File: src/rtl/vga_timing_gen.sv
// vga_timing_gen: VGA raster timing generator with registered, mutually aligned x/y, sync, blanking and strobes.
// Optional wrapping frame counter enabled by defining VGA_TIMING_FRAME_CNT_EN.
module vga_timing_gen #(
   parameter int W_DISPLAY = 640,
   parameter int W_FRONT   = 16,
   parameter int W_SYNC    = 96,
   parameter int W_BACK    = 48,
   parameter int H_DISPLAY = 480,
   parameter int H_BOTTOM  = 10,
   parameter int H_SYNC    = 2,
   parameter int H_TOP     = 33,
   parameter bit H_POL     = 1'b0,
   parameter bit V_POL     = 1'b0,
   parameter int COORD_W   = 10
) (
   input  logic               clk,
   input  logic               rst,
   input  logic               pix_en,
   output logic [COORD_W-1:0] x,
   output logic [COORD_W-1:0] y,
   output logic               h_sync,
   output logic               v_sync,
   output logic               display_on,
   output logic               line_start,
   output logic               frame_start
`ifdef VGA_TIMING_FRAME_CNT_EN
   ,
   output logic [7:0]         frame_count
`endif
);
   localparam int W_TOTAL = W_DISPLAY + W_FRONT + W_SYNC + W_BACK;
   localparam int H_TOTAL = H_DISPLAY + H_BOTTOM + H_SYNC + H_TOP;
   localparam logic [COORD_W-1:0] X_LAST = COORD_W'(W_TOTAL - 1);
   localparam logic [COORD_W-1:0] Y_LAST = COORD_W'(H_TOTAL - 1);
   localparam logic [COORD_W-1:0] X_VIS  = COORD_W'(W_DISPLAY);
   localparam logic [COORD_W-1:0] Y_VIS  = COORD_W'(H_DISPLAY);
   localparam logic [COORD_W-1:0] HS_BEG = COORD_W'(W_DISPLAY + W_FRONT);
   localparam logic [COORD_W-1:0] HS_END = COORD_W'(W_DISPLAY + W_FRONT + W_SYNC - 1);
   localparam logic [COORD_W-1:0] VS_BEG = COORD_W'(H_DISPLAY + H_BOTTOM);
   localparam logic [COORD_W-1:0] VS_END = COORD_W'(H_DISPLAY + H_BOTTOM + H_SYNC - 1);

   logic               x_wrap, y_wrap, hs_nxt, vs_nxt, de_nxt;
   logic [COORD_W-1:0] x_nxt, y_nxt;

   // next beam position and the sync/blank decode of that position, so outputs register in step with x/y
   always_comb begin
      x_wrap = x == X_LAST;
      y_wrap = y == Y_LAST;
      x_nxt  = x_wrap ? '0 : x + COORD_W'(1);
      y_nxt  = x_wrap ? (y_wrap ? '0 : y + COORD_W'(1)) : y;
      hs_nxt = x_nxt >= HS_BEG && x_nxt <= HS_END;
      vs_nxt = y_nxt >= VS_BEG && y_nxt <= VS_END;
      de_nxt = x_nxt < X_VIS && y_nxt < Y_VIS;
   end

   // beam state and aligned outputs; strobes are single-cycle and only raised by a real wrap
   always_ff @(posedge clk or posedge rst)
      if (rst) begin
         x           <= '0;
         y           <= '0;
         h_sync      <= ~H_POL;
         v_sync      <= ~V_POL;
         display_on  <= 1'b1;
         line_start  <= 1'b0;
         frame_start <= 1'b0;
      end else begin
         line_start  <= pix_en && x_wrap;
         frame_start <= pix_en && x_wrap && y_wrap;
         if (pix_en) begin
            x          <= x_nxt;
            y          <= y_nxt;
            h_sync     <= hs_nxt ? H_POL : ~H_POL;
            v_sync     <= vs_nxt ? V_POL : ~V_POL;
            display_on <= de_nxt;
         end
      end

`ifdef VGA_TIMING_FRAME_CNT_EN
   // completed-frame counter, bumped on the same edge that raises frame_start
   always_ff @(posedge clk or posedge rst)
      if (rst) frame_count <= '0;
      else if (pix_en && x_wrap && y_wrap) frame_count <= frame_count + 8'd1;
`endif
endmodule
File: config.mk
export PLATFORM = sky130hd
export DESIGN_NAME = vga_timing_gen
export DESIGN_NICKNAME = d
export VERILOG_FILES = /design/src/rtl/vga_timing_gen.sv
export SDC_FILE = /design/constraint.sdc
export NUM_CORES = 1
export LEC_CHECK = 0
export ABC_AREA = 0
export BUFFER_PORTS_ARGS = -buffer_cell sky130_fd_sc_hd__buf_2
export CAP_MARGIN = 30
export CELL_PAD_IN_SITES_DETAIL_PLACEMENT = 0
export CELL_PAD_IN_SITES_GLOBAL_PLACEMENT = 1
export CORE_MARGIN = 5
export CORE_UTILIZATION = 44
export DETAILED_ROUTE_END_ITERATION = 6
export GPL_ROUTABILITY_DRIVEN = 0
export HOLD_SLACK_MARGIN = 0.02
export PLACE_DENSITY = 0.84
export SETUP_SLACK_MARGIN = 0.1
export SYNTH_ARGS = -nofsm -noshare
export SYNTH_HDL_FRONTEND = slang
export SYNTH_SLANG_ARGS = --single-unit
File: constraint.sdc
create_clock -name clk -period 3.7 [get_ports clk]
set_input_delay 0.37 -clock clk [delete_from_list [all_inputs] [get_ports clk]]
set_output_delay 0.37 -clock clk [all_outputs]
set_load 0.01 [all_outputs]
== Yosys cells after proc, flatten, opt, wreduce, memory -nomap -nowiden ==
Index checks and enable logic that the tools add are counted.

* Flip-flop bits (word level): 25
* Output and inout bits: 25
* Logic and storage cells: 27

* $add $sub $neg: 2
* Magnitude comparators: 6
* Eq/ne operators: 2
* Muxes and demuxes: 5
* Reductions and logical operators: 5

{| class="wikitable"
|+ Operators by type and width
! kind !! count
|-
| 10-bit 2-to-1 mux || 3
|-
| 10-bit by 1-bit adder with 10-bit output, second input constant || 2
|-
| 10-bit equality test, second input constant || 2
|-
| 10-bit >= comparator, second input constant || 1
|-
| 10-bit by 9-bit >= comparator with 1-bit output, second input constant || 1
|-
| 10-bit <= comparator, second input constant || 1
|-
| 10-bit by 9-bit <= comparator with 1-bit output, second input constant || 1
|-
| 10-bit < comparator, second input constant || 1
|-
| 10-bit by 9-bit < comparator with 1-bit output, second input constant || 1
|-
| 1-bit logical AND || 5
|-
| 1-bit 2-to-1 mux || 2
|}

== Depth between registers and ports, before layout ==
* Depth after elaboration: 6
* Mapped depth: 8

== Least setup slack after synthesis ==
Ideal clock, no wire load.

* Path kind: flip-flop to flip-flop
* From: register x[6]
* To: register display_on
* Library setup time: 96 ps
* Arrival: 2388 ps
* Data required time: 3604 ps
* Setup slack: 1215 ps
* Cell stages (with the launch flop): 8
* Clock period less this slack: 2485 ps
* Cells stage by stage: dfrtp_1 -> buf_4 -> or4b_4 -> or4_4 -> or3_1 -> a31o_1 -> a21oi_2 -> o32ai_1

* Word-level cells in the longest chain between the ends: 4
* Elaborated cells between the ends (all ways): 7
* Classes of those cells: 1 x add/sub; 2 x order compare; 1 x eq/ne; 2 x mux; 1 x reduce/logical

{| class="wikitable"
|+ RTL lines
! element !! line !! source
|-
| start: declaration || 19 || <nowiki>output logic [COORD_W-1:0] x,</nowiki>
|-
| start signal: assignment || 70 || <nowiki>x <= x_nxt;</nowiki>
|-
| 10-bit by 1-bit adder with 10-bit output or 10-bit equality test (tied branches) || 49, 47 ||
|-
| 10-bit 2-to-1 mux, on equally long branches || 49, 50 ||
|-
| 10-bit < comparator or 10-bit by 9-bit < comparator with 1-bit output (tied branches) || 53 || <nowiki>de_nxt = x_nxt < X_VIS && y_nxt < Y_VIS;</nowiki>
|-
| 1-bit logical AND * || 53 ||
|-
| end signal: assignment || 74 || <nowiki>display_on <= de_nxt;</nowiki>
|-
| end: declaration || 23 || <nowiki>output logic display_on,</nowiki>
|}

Every way passes the cells marked *; elsewhere a longest branch is shown, timed or not.
A chain may end at the register's enable or synchronous reset.

== Worst setup path after layout ==
Ends and elaborated chain as after synthesis.

==> results by group <==
Synth
  • Synthesized instance count: 188
  • Top-count cell post-synth: nand2_1
  • Fraction of registers with async set/reset: 1.00
  • Post-synthesis register bit count: 25
  • Number of synthesized flops with an enable pin: 0
  • Syn_area_per_cell: 8.49 sq um
  • Sequential fraction of the synthesis area: 0.395
  • Cell variety after synth: 48
  • Mapped cell area: 1600 sq um
  • Largest cells by area after synthesis: dfrtp_1 35%, nand2_1 5.6%, o21ai_0 5.3%, dfstp_2 4.9%, nand3_1 4.4%
  • Yosys warns: 0
  • Share of the synthesized area in the top cell type: 0.345
  • Post-synth net total: 195
  • Yosys top cell by area: dfrtp_1
  • Primary FF master, synth: dfrtp_1
  • Synth cell count leaders: 24 x nand2_1, 22 x dfrtp_1, 17 x o21ai_0

Pwr
  • Worst vdd ir: 200 uV
  • Power per cell area: 359 nW/um^2
  • Leak: 0.777 nW

Critical path
  • Worst setup EP type: register
  • Crit start category: register
  • Crit Reg-Reg Endpoint: display_on
  • Crit path cell chain: or4b_4 > or3_1 > or4_1 > a31o_1 > a21oi_2 > o32ai_1
  • Crit Path Category: register to register
  • Crit path buf inv count: 0
  • Critical Path AT: 3000 ps
  • Reg-to-reg slack, setup: 950 ps
  • Top delay family on crit path: simple AND/OR/NAND/NOR gates
  • CP required: 3950 ps
  • Largest fanout on the critical path: 13
  • Reg2reg start: x[6]
  • Max incr delay on CP: 600 ps
  • Critical-path top delay cell: or4b_4
  • Worst R2R Path Depth: 6

STA
  • Setup ws final: 953 ps
  • Fin crit share: 0.742
  • Post-Route Setup TNS: 0 ps
  • FMAX: 364 MHz
  • Final Max Slew Viols: 0
  • Slew headroom: 0.684
  • Final hold violation count: 0
  • Tmin final: 2750 ps
  • Worst-Margin Slew: 473 ps
  • RSZ-0062 raised after global routing: no
  • Final setup violating endpoints: 0
  • Worst Clk Skew: 8.16 ps

Floorplan
  • I/O pins: 28
  • Placement row count: 21
  • Die extent in x: 70.2 um
  • Initial Util: 0.467
  • DIE HEIGHT: 70.2 um
  • Core box area: 3420 sq um
  • Die area: 4930 sq um

Clock network
  • Worst-Skew Late Latency: 320 ps
  • Post-CTS sizing: 0
  • Hold_buf cts: 0
  • CTS buffer count: 3
  • Clk buf depth: 2
  • Root Driver: clkbuf_4
  • Sink Count: 25
  • CTS tree: done
  • Clock transition at path regs: 140 ps
  • H-tree depth: 1
  • Postcts setup bufs: 0

Routing
  • Vias per cell: 5.96
  • Starting DRT DRC Count: 152
  • Vias: 1520
  • DR WL/cell: 15.7 um
  • Wl on met1: 2000 um
  • WL met3: 217 um
  • WL met2: 1750 um
  • Residual DRC count: 0
  • Highest metal used: met4
  • Drt first pass iters: 5
  • Final ANT Viol Nets: 0
  • Total Wirelength: 4010 um

Outcome
  • Status: finished, final reports clean

Global routing
  • GRT Overall Usage: 0.163
  • Global-route wire length before repair: 6640 um
  • Initial antenna violation count: 0
  • Vias in the first global route: 1336
  • Pin count of the biggest net entering global routing: 23
  • Total global routing overflow: 0

Placement
  • Post-Place Cell Area: 1760 sq um
  • Placed insts: 251
  • IO buf count: 27
  • Pre-CTS setup slack: 1000 ps
  • Post-DP HPWL: 2860 um

Cells and area
  • Post-Layout Cell Count: 255
  • ANT cells: 0
  • Layout fillers: 334
  • Share of cells above drive strength 1: 0.182
  • Final core utilization: 0.523
  • Area Overhead vs Synth: 12.1%
  • Final nets: 217
  • Final instance area: 1790 sq um

Hold path
  • Hold Crit Class: primary input to asynchronous set/reset pin

Flow run
  • # Max-Cap Violations: 0
[layout by cell type, fill, tap and decap left out, types with 4 or more instances in the layout]
cell type and instances:
xnor2_1 5, or3_1 5, nand2_1 24, a31oi_1 4, and3_1 5, nor2_1 9
buf_2 27, ha_1 4, o21ai_0 17, o31ai_1 5, nand4_1 5, nand3_1 14
inv_1 9, dfrtp_1 22, nor3_1 6
[cells by family after synthesis]
group / after synthesis / share of synthesized area
AO/OA/AOI/OAI: 48 / 0.201
flip-flops: 25 / 0.395
XOR/XNOR: 6 / 0.0329
buffers and inverters: 20 / 0.0549
AND/OR/NAND/NOR: 82 / 0.267
multiplexers: 3 / 0.0188
adder cells (fa/ha/maj): 4 / 0.0314
[worst max-delay path by stage]
stage	from	end	depth (start not counted)
2_1_floorplan	x[6]	display_on	7
3_3_place_gp	x[6]	display_on	6
3_5_place_dp	x[6]	display_on	6
4_1_cts	x[6]	display_on	6
5_1_grt	x[1]	display_on	7
6_report	x[6]	display_on	6
[registers in the layout, summed over array words and instances, names as in the netlist]
register,count
frame_start,1
line_start,1
x,10
h_sync,1
v_sync,1
display_on,1
y,10
[report_power, final]
group | switching (mW) | internal (mW) | total, mW | leakage [nW]
logic | 0.0863 | 0.0732 | 0.159 | 0.445
clock network | 0.0831 | 0.0423 | 0.125 | 0.0150
registers | 0.0547 | 0.303 | 0.357 | 0.317
[metrics by stage]
step,total power [mW],hold WS [ps]
floorplan,0.472,395
global placement,0.513,476
detailed placement,0.522,399
CTS,0.648,38.8
global route,0.684,55.8
finish,0.642,27.8
[final cells by class]
cell class | instances | area [sq um] | share of cell area
Clock buffer | 4 | 26.3 | 0.0147
Sequential cell | 25 | 629 | 0.352
Multi-Input combinational cell | 143 | 878 | 0.491
Timing Repair Buffer | 28 | 163 | 0.0910
Inverter | 9 | 33.8 | 0.0189
Tap cell | 46 | 57.6 | 0.0322
[layer usage]
| metal | global-route usage | vias to the layer above |
|---|---|---|
| met5 | 0 | - |
| met4 | 0.0511 | 0 |
| met3 | 0.0187 | 5 |
| met2 | 0.233 | 51 |
| met1 | 0.252 | 732 |
| li1 | - | 732 |
Power figures use the tool's default switching activity.
